**src/rtl/amp_predistort_pkg.sv**
```systemverilog
`default_nettype none
// ============================================================================
//  Module      : amp_predistort_pkg
//  Description : Shared constants for the amplitude predistortion block.
//                Default word/table geometry, unity gain and the signed
//                saturation limits of an output sample.
//  Revision    : 1.0 - initial release
// ============================================================================
package amp_predistort_pkg;

    localparam int PD_WIDTH    = 16;
    localparam int PD_DEPTH    = 7;
    localparam int PD_DROPBITS = 10;

    // Gain words are Q.DROPBITS, so unity is a single bit at DROPBITS.
    localparam logic signed [PD_WIDTH-1:0] UNITY_GAIN = PD_WIDTH'(1 << PD_DROPBITS);

    localparam logic signed [PD_WIDTH-1:0] SMAX = {1'b0, {(PD_WIDTH-1){1'b1}}};
    localparam logic signed [PD_WIDTH-1:0] SMIN = {1'b1, {(PD_WIDTH-1){1'b0}}};

endpackage : amp_predistort_pkg
`default_nettype wire

```
**src/rtl/amp_predistort_if.sv**
```systemverilog
`default_nettype none
// ============================================================================
//  Module      : amp_predistort_if
//  Description : AXI-stream style bundle used for the sample input, the
//                sample output and the gain-table load port.
//                  tdata  - WIDTH-bit signed word
//                  tlast  - packet / table-load end marker
//                  tvalid - producer has a word
//                  tready - consumer accepts the word
//  Revision    : 1.0 - initial release
// ============================================================================
interface amp_predistort_if #(
    parameter int WIDTH = 16
) ();
    logic [WIDTH-1:0] tdata;
    logic             tlast;
    logic             tvalid;
    logic             tready;

    modport master (output tdata, output tlast, output tvalid, input  tready);
    modport slave  (input  tdata, input  tlast, input  tvalid, output tready);
endinterface : amp_predistort_if
`default_nettype wire

```
**src/rtl/amp_predistort_gain_lut.sv**
```systemverilog
`default_nettype none
// ============================================================================
//  Module      : predistort_gain_lut
//  Description : 2^DEPTH-entry gain table held in flops, with a sequential
//                write pointer and a combinational read port.
//  Ports       : clk, reset (async, active-low), clear (sync, pointer only)
//                wr_valid/wr_data/wr_last - tap write stream
//                rd_idx -> rd_gain        - lookup (sees pre-write contents)
//  Revision    : 1.0 - initial release
// ============================================================================
module predistort_gain_lut
    import amp_predistort_pkg::*;
#(
    parameter int WIDTH    = PD_WIDTH,
    parameter int DEPTH    = PD_DEPTH,
    parameter int DROPBITS = PD_DROPBITS
) (
    input  logic             clk,
    input  logic             reset,
    input  logic             clear,
    input  logic             wr_valid,
    input  logic [WIDTH-1:0] wr_data,
    input  logic             wr_last,
    input  logic [DEPTH-1:0] rd_idx,
    output logic [WIDTH-1:0] rd_gain
);

    localparam int               c_entries = 1 << DEPTH;
    localparam logic [WIDTH-1:0] c_unity   = WIDTH'(1 << DROPBITS);

    logic [WIDTH-1:0] r_table [c_entries];
    logic [DEPTH-1:0] r_ptr;

    // Clear only rewinds the pointer; a write presented in the same cycle
    // still lands at the old pointer position.
    always_ff @(posedge clk or negedge reset) begin
        if (!reset) begin
            r_ptr <= '0;
            for (int k = 0; k < c_entries; k++) begin
                r_table[k] <= c_unity;
            end
        end else begin
            if (wr_valid) begin
                r_table[r_ptr] <= wr_data;
            end
            if (clear) begin
                r_ptr <= '0;
            end else if (wr_valid) begin
                r_ptr <= wr_last ? '0 : r_ptr + DEPTH'(1);
            end
        end
    end

    // Read of the flop array: a same-cycle write is only visible next cycle.
    assign rd_gain = r_table[rd_idx];

endmodule : predistort_gain_lut
`default_nettype wire

```
**src/rtl/amp_predistort.sv**
```systemverilog
`default_nettype none
// ============================================================================
//  Module      : amp_predistort
//  Description : LUT-based amplitude predistortion. Each sample is scaled by
//                a gain looked up by its magnitude, then floored and
//                saturated back to WIDTH bits. Three-stage pipeline with a
//                single global enable (no bubbles at full throughput).
//  Ports       : clk, reset (async, active-low), clear (sync flush)
//                s_in   - input samples   (slave)
//                m_out  - output samples  (master)
//                s_taps - gain table load (slave, always ready)
//  Revision    : 1.0 - initial release
// ============================================================================
module amp_predistort
    import amp_predistort_pkg::*;
#(
    parameter int WIDTH    = PD_WIDTH,
    parameter int DEPTH    = PD_DEPTH,
    parameter int DROPBITS = PD_DROPBITS
) (
    input  logic             clk,
    input  logic             reset,
    input  logic             clear,
    amp_predistort_if.slave  s_in,
    amp_predistort_if.master m_out,
    amp_predistort_if.slave  s_taps
);

    localparam logic signed [WIDTH-1:0]   c_smax   = {1'b0, {(WIDTH-1){1'b1}}};
    localparam logic signed [WIDTH-1:0]   c_smin   = {1'b1, {(WIDTH-1){1'b0}}};
    localparam logic signed [2*WIDTH-1:0] c_sat_hi = {{(WIDTH+1){1'b0}}, {(WIDTH-1){1'b1}}};
    localparam logic signed [2*WIDTH-1:0] c_sat_lo = {{(WIDTH+1){1'b1}}, {(WIDTH-1){1'b0}}};

    logic                       w_en;
    logic signed [WIDTH-1:0]    w_x;
    logic        [WIDTH-1:0]    w_mag;
    logic        [DEPTH-1:0]    w_idx;
    logic        [WIDTH-1:0]    w_gain;
    logic signed [2*WIDTH-1:0]  w_shift;
    logic signed [WIDTH-1:0]    w_sat;

    logic                       r_v1, r_v2, r_v3;
    logic                       r_l1, r_l2, r_l3;
    logic signed [WIDTH-1:0]    r_x1, r_g1;
    logic signed [2*WIDTH-1:0]  r_p2;
    logic signed [WIDTH-1:0]    r_y3;

    // Whole pipeline moves together whenever the output slot can drain.
    assign w_en          = ~r_v3 | m_out.tready;
    assign s_in.tready   = w_en;
    assign s_taps.tready = 1'b1;

    // Magnitude; the most negative sample has no positive twin, so it is
    // folded onto the largest positive value.
    assign w_x = $signed(s_in.tdata);
    always_comb begin
        w_mag = w_x;
        if (w_x == c_smin) begin
            w_mag = c_smax;
        end else if (w_x[WIDTH-1]) begin
            w_mag = -w_x;
        end
    end

    // Top DEPTH magnitude bits below the (always zero) sign position.
    assign w_idx = DEPTH'(w_mag >> (WIDTH - 1 - DEPTH));

    predistort_gain_lut #(
        .WIDTH    (WIDTH),
        .DEPTH    (DEPTH),
        .DROPBITS (DROPBITS)
    ) u_lut (
        .clk      (clk),
        .reset    (reset),
        .clear    (clear),
        .wr_valid (s_taps.tvalid),
        .wr_data  (s_taps.tdata),
        .wr_last  (s_taps.tlast),
        .rd_idx   (w_idx),
        .rd_gain  (w_gain)
    );

    // Arithmetic shift floors toward minus infinity; then clamp.
    assign w_shift = r_p2 >>> DROPBITS;
    always_comb begin
        w_sat = WIDTH'(w_shift);
        if (w_shift > c_sat_hi) begin
            w_sat = c_smax;
        end else if (w_shift < c_sat_lo) begin
            w_sat = c_smin;
        end
    end

    always_ff @(posedge clk or negedge reset) begin
        if (!reset) begin
            r_v1 <= 1'b0; r_v2 <= 1'b0; r_v3 <= 1'b0;
            r_l1 <= 1'b0; r_l2 <= 1'b0; r_l3 <= 1'b0;
            r_x1 <= '0;   r_g1 <= '0;   r_p2 <= '0;   r_y3 <= '0;
        end else if (clear) begin
            r_v1 <= 1'b0; r_v2 <= 1'b0; r_v3 <= 1'b0;
            r_l1 <= 1'b0; r_l2 <= 1'b0; r_l3 <= 1'b0;
            r_x1 <= '0;   r_g1 <= '0;   r_p2 <= '0;   r_y3 <= '0;
        end else if (w_en) begin
            r_v1 <= s_in.tvalid;
            r_x1 <= w_x;
            r_l1 <= s_in.tlast;
            r_g1 <= $signed(w_gain);

            r_v2 <= r_v1;
            r_p2 <= r_x1 * r_g1;
            r_l2 <= r_l1;

            r_v3 <= r_v2;
            r_y3 <= w_sat;
            r_l3 <= r_l2;
        end
    end

    assign m_out.tvalid = r_v3;
    assign m_out.tdata  = r_y3;
    assign m_out.tlast  = r_l3;

endmodule : amp_predistort
`default_nettype wire

```
**src/flat_wrapper.sv**
```systemverilog
// flat-port wrapper written by rule: the top's interface ports become plain ports
module amp_predistort_flat import amp_predistort_pkg::*;
#(
    parameter int WIDTH    = PD_WIDTH,
    parameter int DEPTH    = PD_DEPTH,
    parameter int DROPBITS = PD_DROPBITS
)
  (clk, reset, clear, s_in_tdata, s_in_tlast, s_in_tvalid, s_in_tready, m_out_tdata, m_out_tlast, m_out_tvalid, m_out_tready, s_taps_tdata, s_taps_tlast, s_taps_tvalid, s_taps_tready);
  amp_predistort_if #(.WIDTH(WIDTH)) s_in_i ();
  amp_predistort_if #(.WIDTH(WIDTH)) m_out_i ();
  amp_predistort_if #(.WIDTH(WIDTH)) s_taps_i ();
  input  logic clk;
  input  logic reset;
  input  logic clear;
  input wire logic [$bits(s_in_i.tdata)-1:0] s_in_tdata;
  input wire logic [$bits(s_in_i.tlast)-1:0] s_in_tlast;
  input wire logic [$bits(s_in_i.tvalid)-1:0] s_in_tvalid;
  output wire logic [$bits(s_in_i.tready)-1:0] s_in_tready;
  output wire logic [$bits(m_out_i.tdata)-1:0] m_out_tdata;
  output wire logic [$bits(m_out_i.tlast)-1:0] m_out_tlast;
  output wire logic [$bits(m_out_i.tvalid)-1:0] m_out_tvalid;
  input wire logic [$bits(m_out_i.tready)-1:0] m_out_tready;
  input wire logic [$bits(s_taps_i.tdata)-1:0] s_taps_tdata;
  input wire logic [$bits(s_taps_i.tlast)-1:0] s_taps_tlast;
  input wire logic [$bits(s_taps_i.tvalid)-1:0] s_taps_tvalid;
  output wire logic [$bits(s_taps_i.tready)-1:0] s_taps_tready;
  assign s_in_i.tdata = s_in_tdata;
  assign s_in_i.tlast = s_in_tlast;
  assign s_in_i.tvalid = s_in_tvalid;
  assign s_in_tready = s_in_i.tready;
  assign m_out_tdata = m_out_i.tdata;
  assign m_out_tlast = m_out_i.tlast;
  assign m_out_tvalid = m_out_i.tvalid;
  assign m_out_i.tready = m_out_tready;
  assign s_taps_i.tdata = s_taps_tdata;
  assign s_taps_i.tlast = s_taps_tlast;
  assign s_taps_i.tvalid = s_taps_tvalid;
  assign s_taps_tready = s_taps_i.tready;
  amp_predistort #(.WIDTH(WIDTH), .DEPTH(DEPTH), .DROPBITS(DROPBITS)) u_core (.clk(clk), .reset(reset), .clear(clear), .s_in(s_in_i), .m_out(m_out_i), .s_taps(s_taps_i));
endmodule
```
**config.mk**
```make
export PLATFORM = sky130hd
export DESIGN_NAME = amp_predistort_flat
export DESIGN_NICKNAME = d
export VERILOG_FILES = /design/src/rtl/amp_predistort_pkg.sv /design/src/rtl/amp_predistort_if.sv /design/src/rtl/amp_predistort_gain_lut.sv /design/src/rtl/amp_predistort.sv /design/src/flat_wrapper.sv
export SDC_FILE = /design/constraint.sdc
export NUM_CORES = 2
export LEC_CHECK = 0
export CAP_MARGIN = 20
export CORE_ASPECT_RATIO = 1.2
export CORE_MARGIN = 2
export CORE_UTILIZATION = 58
export CTS_CLUSTER_DIAMETER = 100
export DETAILED_ROUTE_END_ITERATION = 16
export GPL_ROUTABILITY_DRIVEN = 0
export PLACE_DENSITY_LB_ADDON = 0.3
export SYNTH_ARGS = -nofsm -noshare
export SYNTH_HDL_FRONTEND = slang
export SYNTH_HIERARCHICAL = 1
export SYNTH_SLANG_ARGS = --single-unit
```
**constraint.sdc**
```tcl
create_clock -name clk -period 6.4 [get_ports clk]
set_clock_uncertainty 0.2 [all_clocks]
set_input_delay 1.6 -clock clk [delete_from_list [all_inputs] [get_ports clk]]
set_output_delay 1.6 -clock clk [all_outputs]
set_load 0.03 [all_outputs]
```
# Yosys cells after proc, flatten, opt, wreduce, memory -nomap -nowiden
# Index checks and enable logic that the tools add are counted.
totals:
  regBits: 2141
  input_bits: 40
  out_inout_bits: 20
  word_cells: 188
classes:
  n_addsub: 2
  multipliers: 1
  order_cmp: 5
  eq_ne: 1
  n_mux: 33
  bitwise: 4
  reduce_logical: 3
ops:
  columns: ["cell", "n"]
  rows:
  - ["2048-bit bitwise mux", 1]
  - ["16-bit 2-to-1 mux", 11]
  - ["16-bit binary-select mux with 7-bit select", 1]
  - ["16-bit demux with 7-bit select", 1]
  - ["32-bit 2-to-1 mux", 2]
  - ["16-bit by 16-bit multiplier with 32-bit output", 1]
  - ["15-bit 2-to-1 mux", 2]
  - ["22-bit by 16-bit > comparator with 1-bit output, second input constant", 1]
  - ["22-bit by 16-bit less-than comparator with 1-bit output, second input constant", 1]
  - ["7-bit 2-to-1 mux", 3]
  - ["16-bit equality test, second input constant", 1]
  - ["8-bit greater-or-equal comparator, second input constant", 2]
  - ["7-bit NOT with 8-bit output", 2]
  - ["15-bit negation", 1]
  - ["1-bit 2-to-1 mux", 12]
  - ["8-bit by 1-bit less-than comparator with 1-bit output, second input constant", 1]
  - ["7-bit by 1-bit adder with 7-bit output, second input constant", 1]
  - ["2-bit nonzero test", 2]
  - ["1-bit logical AND", 1]
  - ["1-bit NOT", 1]
  - ["1-bit OR", 1]

# Longest topological paths before layout
depth:
  ltp_word: 9
  ltp_mapped: 23
  depth_no_buf: 22

# Cells and area by module
# Netlist, hierarchy kept.
by_module_without_submodules:
  columns: ["mod", "n_inst", "cells_per_inst", "area_each_um2", "seq_area_each_um2"]
  rows:
  - ["predistort_gain_lut", 1, 5541, 93048.0, 51584.5]
  - ["amp_predistort", 1, 1420, 12749.7, 1901.8]

# Least setup slack after synthesis
# Ideal clock, no wire load.
synth_path:
  path_kind: "reg2reg"
  from: "register u_core.r_g1[15]"
  to: "register u_core.r_p2[29]"
  setup_time_ns: 0.095
  t_arrival_ns: 5.994
  t_required_ns: 6.105
  slack_ns: 0.111
  path_stages_with_launch: 21
  path_buffers: 1
  synth_period_minus_slack_ns: 6.289
  cell_sequence: "dfrtp_1 -> inv_1 -> clkbuf_1 -> nor2_1 -> fa_1 -> fa_1 -> fa_1 -> fa_1 -> fa_1 -> inv_1 -> fa_1 -> inv_1 -> ha_1 -> nand3_1 -> nor2_1 -> nand4_1 -> o211a_1 -> or3_1 -> a311oi_1 -> nor3_1 -> o31ai_1"
synth_via:
  elab_chain_cells: 3
synth_lines:
  columns: ["item", "line", "rtl"]
  rows:
  - ["start: declaration", "amp_predistort.sv:44", "logic signed [WIDTH-1:0] r_x1, r_g1;"]
  - ["start signal: assignment", "amp_predistort.sv:107", "r_g1 <= $signed(w_gain);"]
  - ["16-bit by 16-bit multiplier with 32-bit output", "amp_predistort.sv:110", "r_p2 <= r_x1 * r_g1;"]
  - ["32-bit 2-to-1 mux", "amp_predistort.sv:103", "end else if (w_en) begin"]
  - ["32-bit 2-to-1 mux", "amp_predistort.sv:99", "end else if (clear) begin"]
  - ["end signal: assignment", "amp_predistort.sv:110", null]
  - ["end: declaration", "amp_predistort.sv:45", "logic signed [2*WIDTH-1:0] r_p2;"]
# No other way between the ends. The select of a mux whose other input is x is not followed.
# A chain may end at the register's enable or synchronous reset.

# Final worst setup path
layout_path:
  from: "input port s_in_tdata[2]"
  to: "register u_core.r_g1[15]"
layout_via:
  elab_chain_cells: 9
  word_cells_on_any_way: 10
  cone_classes: "add/sub (1); eq/ne (1); mux (7); bitwise (1)"
layout_lines:
  columns: ["item", "line", "rtl"]
  rows:
  - ["start: declaration", "flat_wrapper.sv:15", "input wire logic [$bits(s_in_i.tdata)-1:0] s_in_tdata;"]
  - ["15-bit negation", "amp_predistort.sv:61", "w_mag = -w_x;"]
  - ["15-bit 2-to-1 mux", "amp_predistort.sv:60", "end else if (w_x[WIDTH-1]) begin"]
  - ["15-bit 2-to-1 mux (*)", "amp_predistort.sv:58", "if (w_x == c_smin) begin"]
  - ["via u_core.w_mag[8]", "amp_predistort.sv:36", "logic [WIDTH-1:0] w_mag;"]
  - ["7-bit NOT with 8-bit output (implied by the code) (*)", "amp_predistort_gain_lut.sv:55", "assign rd_gain = r_table[rd_idx];"]
  - ["16-bit binary-select mux with 7-bit select (*)", "amp_predistort_gain_lut.sv:55", null]
  - ["16-bit 2-to-1 mux (implied by the code) (*) (2 in series)", "amp_predistort_gain_lut.sv:55", null]
  - ["via u_core.w_gain[15]", "amp_predistort.sv:38", "logic [WIDTH-1:0] w_gain;"]
  - ["16-bit 2-to-1 mux (*)", "amp_predistort.sv:103", null]
  - ["16-bit 2-to-1 mux (*)", "amp_predistort.sv:99", null]
# The timed path passes the listed nets; every way through them passes the cells marked *. The select of a mux whose other input is x is not followed.

==> impl_metrics.tcl <==
set metrics [dict create \
    largest_family_of_logic_cells_by_synthesized_area "multiplexers" \
    synthDominantAreaCellType "dfrtp_1" \
    worst_slew_pin_slew_ns 1.171 \
    worstPathCellList "clkdlybuf4s50_1, nor4_4, nand2_2, or2_4, or4_4, or2_4, or4b_4, nand2_8, buf_16, clkbuf_16, buf_6, mux4_2, mux4_2, mux4_2, mux2_2, nand2_1, a21oi_1" \
    report.final.slew_viol_count 0 \
    timing.critical_path.depth 17 \
    firstDrtPassIters 5 \
    cp_common_cell "mux4_2" \
    finalHoldViolations 0 \
    critical_path.reg2reg.endpoint "u_core/r_p2[31]" \
    vdd_ir_drop_max_uv 321.3 \
    buffer_ports.inserted 58 \
    critPathTopFamily "simple AND/OR/NAND/NOR gates" \
    route.detailed.wl_per_inst_um 28.24 \
    portion_of_total_power_attributed_to_sequential_cells 0.483 \
    area_share_of_xor_xnor_cells_in_the_synthesized_design 0.002815 \
    regToRegSetupSlack_ns 0.10 \
    route.detailed.drc 0 \
    switching_power_w 0.006737 \
    clock_tree_from_tritoncts "built" \
    timing.critical_path.from_type "input pin" \
    layout.cells.most_common "mux2_2" \
    finalWorstSetupSlack_ns 0.004120 \
    cts-buffers-inserted 202 \
    synth_edf_count 0 \
    grt_max_degree 177 \
    place_area_sq_mm 0.1117 \
    cts.sink_count 2131 \
    area_growth_pct 13.69 \
    route.detailed.vias_per_inst 6.351 \
    synthesis.instances 6961 \
    fp.dieW_um 393.9 \
    post_synth_num_cell_types 60 \
    timing.critical_path.buf_inv 4 \
    cts.path.max_buffers 3 \
    place_worst_setup_slack_ns -0.9798 \
    synthTopCellsByArea "dfrtp_1 (47%), mux2_2 (22%), mux4_2 (14%)" \
    synth_warnings 6 \
    synth_adder_area_share 0.05885 \
    setup_viol_count_final 0 \
    post_synth_instance_area_sq_mm 0.1058 \
    finished_layout_cell_area_sq_mm 0.1203 \
    synthDominantCellAreaShare 0.4738 \
    mostFrequentLayoutCells "mux2_2 (2,063), dfrtp_1 (1,989), mux4_2 (672)" \
    r2r_cells 22 \
    dp_hpwl_um 175100 \
    crit_path_max_incr_delay_ns 0.64 \
    grt_pass1_vias 66920 \
    die_height_um 471.9 \
    worst_hold_check_slack_ns 0.2804 \
    synth_async_sr_flop_share 1.000 \
    floorplan.die_area_sq_mm 0.1859 \
    power_per_cell_area_mw_per_mm2 235.4 \
    core_area_sq_mm 0.1810 \
    p_leak_nw 58.14 \
    crit_path_start "s_in_tdata[2]" \
    first_pass_grt_wire_length_um 418100 \
    detailroute.via_count 61910 \
    synth_flop_cell "dfrtp_1" \
    grt_overflow 0 \
    ys_ff_latch 2131 \
    clk_pin_slew_worst_paths_ns 0.06 \
    maxClockFrequency_mhz 156.4 \
    layout_cell_share_with_drive_strength_beyond_1 0.5262 \
    cell_internal_pwr_w 0.02158 \
    critical_path_capture_point "u_core/r_g1[15]" \
    outcome "finished clean" \
    final_nets 7523 \
    synth_area_in_compound_gates 0.008196 \
    final_min_period_over_clock_period 0.9994 \
    sequential_element_share_of_the_synthesized_area 0.5056 \
    placementRows 171 \
    drt_wl_total_um 275300 \
    initial_utilization 0.5845 \
    kind_of_end_point_of_the_critical_path "flop" \
    synth_nets 7342 \
    cts_root_buffer "clkbuf_16" \
    slowest_stage "mux4_2" \
    worst_slew_margin_rel 0.2175 \
    clock_power_share 0.436 \
    cts_hold_buf 0 \
    post_synth_mux_area_share 0.3628 \
    cap_violations 0 \
    data_arrival_critical_path_ns 6.89 \
    post-route-min-period_ns 6.396 \
    rsz_0062_raised_after_global_routing "yes" \
    reg2reg_from "u_core/r_g1[3]" \
    synth.avg_cell_area_sq_um 15.20 \
    hold_path.class "flop to flop" \
    ioPinCount 60 \
    critical_path.max_fanout 8 \
    synth-simple-area-share 0.02770 \
    route.antenna.remaining_nets 0 \
    worst_skew_pair.late_latency_ns 0.86 \
    switching_share 0.2379 \
    gr-usage-all-layers 0.2980 \
    classification_of_the_worst_setup_path "input pin to flop" \
    grt_antenna_before_repair 17 \
    power.combinational.fraction 0.081 \
    drt-initial-drc-count 5224 \
    required_ns 6.90 \
    clock_tree.htree_level_count 4 \
]
## registers in the layout, indices dropped and copies added, names as in the netlist
signal and count:
u_core/m_out.tdata 16, u_core/m_out.tlast 1, u_core/m_out.tvalid 1, u_core/r_g1 16
u_core/r_l1 1, u_core/r_l2 1, u_core/r_p2 22, u_core/r_v1 1
u_core/r_v2 1, u_core/r_x1 16, u_core/u_lut/r_ptr 7, u_core/u_lut/r_table 2048
## worst register-to-register path, stage by stage (launching register included)
cell and delay (ns):
dfrtp_1 0.39, buf_12 0.14, buf_4 0.14, and2_1 0.16
fa_1 0.50, inv_2 0.04, fa_1 0.43, fa_1 0.51
inv_1 0.07, fa_1 0.47, fa_1 0.56, inv_1 0.06
fa_1 0.53, inv_1 0.06, ha_4 0.26, o21ai_0 0.23
o21ai_1 0.11, a221oi_2 0.32, o211a_4 0.24, o32a_1 0.20
nand2b_1 0.10, buf_4 0.15, a2111oi_4 0.29
## cells in the mapped netlist, types with 3 or more instances
cell and instances:
clkbuf_1 508, inv_1 334, nor2b_1 10, xor2_1 12
a2111oi_0 3, and3_1 3, mux2_2 2064, nand3b_1 3
nand2b_1 15, xnor2_1 22, nand2_1 317, and2_1 125
dfstp_2 128, nor3_1 14, nand4_1 5, nand3_1 20
mux4_2 672, ha_1 80, nor4_1 3, fa_1 261
o21ai_0 37, o21bai_1 4, dfrtp_1 2003, a21o_1 6
nor2_2 3, buf_2 69, a31oi_1 6, nor2_1 105
or3_1 4, a21oi_1 64, buf_1 20
## kinds of logic (layout without fill, tap and decap cells)
family                   count (synthesis)  count (layout)
other                                    1              10
AND/OR/NAND/NOR                        638             638
flip-flops                            2131            2131
AO/OA/AOI/OAI                          146             146
XOR/XNOR                                34              34
adder cells (fa/ha/maj)                341             341
buffers and inverters                  933            1289
multiplexers                          2737            2737
## power by group through the flow
| stage | clock, W | sequential, W | combinational (W) |
|---|---|---|---|
| finish | 0.0124 | 0.0137 | 0.00229 |
| global placement | 0 | 0.0139 | 0.00212 |
| CTS | 0.0126 | 0.0137 | 0.00217 |
| global route | 0.0131 | 0.0137 | 0.00245 |
| floorplan | 0 | 0.0139 | 0.00112 |
| detailed placement | 0 | 0.0139 | 0.00215 |
## layout make-up
cell class              count  area (sq um)
inverters                 334          1260
flip-flops and latches   2131         53500
clock buffers             303          5978
clock inverters            76         920.9
repair buffers            576          6370
fillers                 12210         60720
diodes                      9         22.52
well taps                2422          3030
multi-input cells        3897         49200
## per-stage QoR
step,utilization,total power (W),std cells,TNS [ns]
6_report,0.6645,0.02832,9748,0
5_1_grt,0.6644,0.02923,9740,-0.3434
4_1_cts,0.6559,0.02838,9665,0
3_5_place_dp,0.6169,0.01606,9279,-14.59
3_3_place_gp,0.6159,0.01602,9271,-15.00
2_1_floorplan,-,0.01502,6961,0
## layer usage
metal / up-vias / track usage / part of all wire
met5: - / 0 / 0.00037
met4: 16 / 0.1161 / 0.042
met3: 528 / 0.04688 / 0.060
met2: 2026 / 0.4901 / 0.49
met1: 33940 / 0.4033 / 0.41
li1: 25400 / - / -
## timing repair
| action | in CTS | in global routing |
|---|---|---|
| setup endpoints to repair | 13 | 31 |
| gates resized for setup | 21 | 114 |
| gates cloned | 1 | 14 |
| pin swaps | 13 | 75 |
| setup buffers | 6 | 57 |
| endpoints found under the hold margin | 0 | 0 |
## worst min-delay path by stage
stage	cells after the start	from	slack, ns	endpoint
floorplan	2	u_core/r_p2[13]	0.25	u_core/r_p2[13]
global placement	2	u_core/r_p2[18]	0.27	u_core/r_p2[18]
detailed placement	2	u_core/m_out.tdata[8]	0.27	u_core/m_out.tdata[8]
CTS	2	u_core/m_out.tdata[8]	0.29	u_core/m_out.tdata[8]
global route	2	u_core/r_p2[18]	0.31	u_core/r_p2[18]
finish	2	u_core/m_out.tdata[8]	0.28	u_core/m_out.tdata[8]
Power figures use the tool's default switching activity.
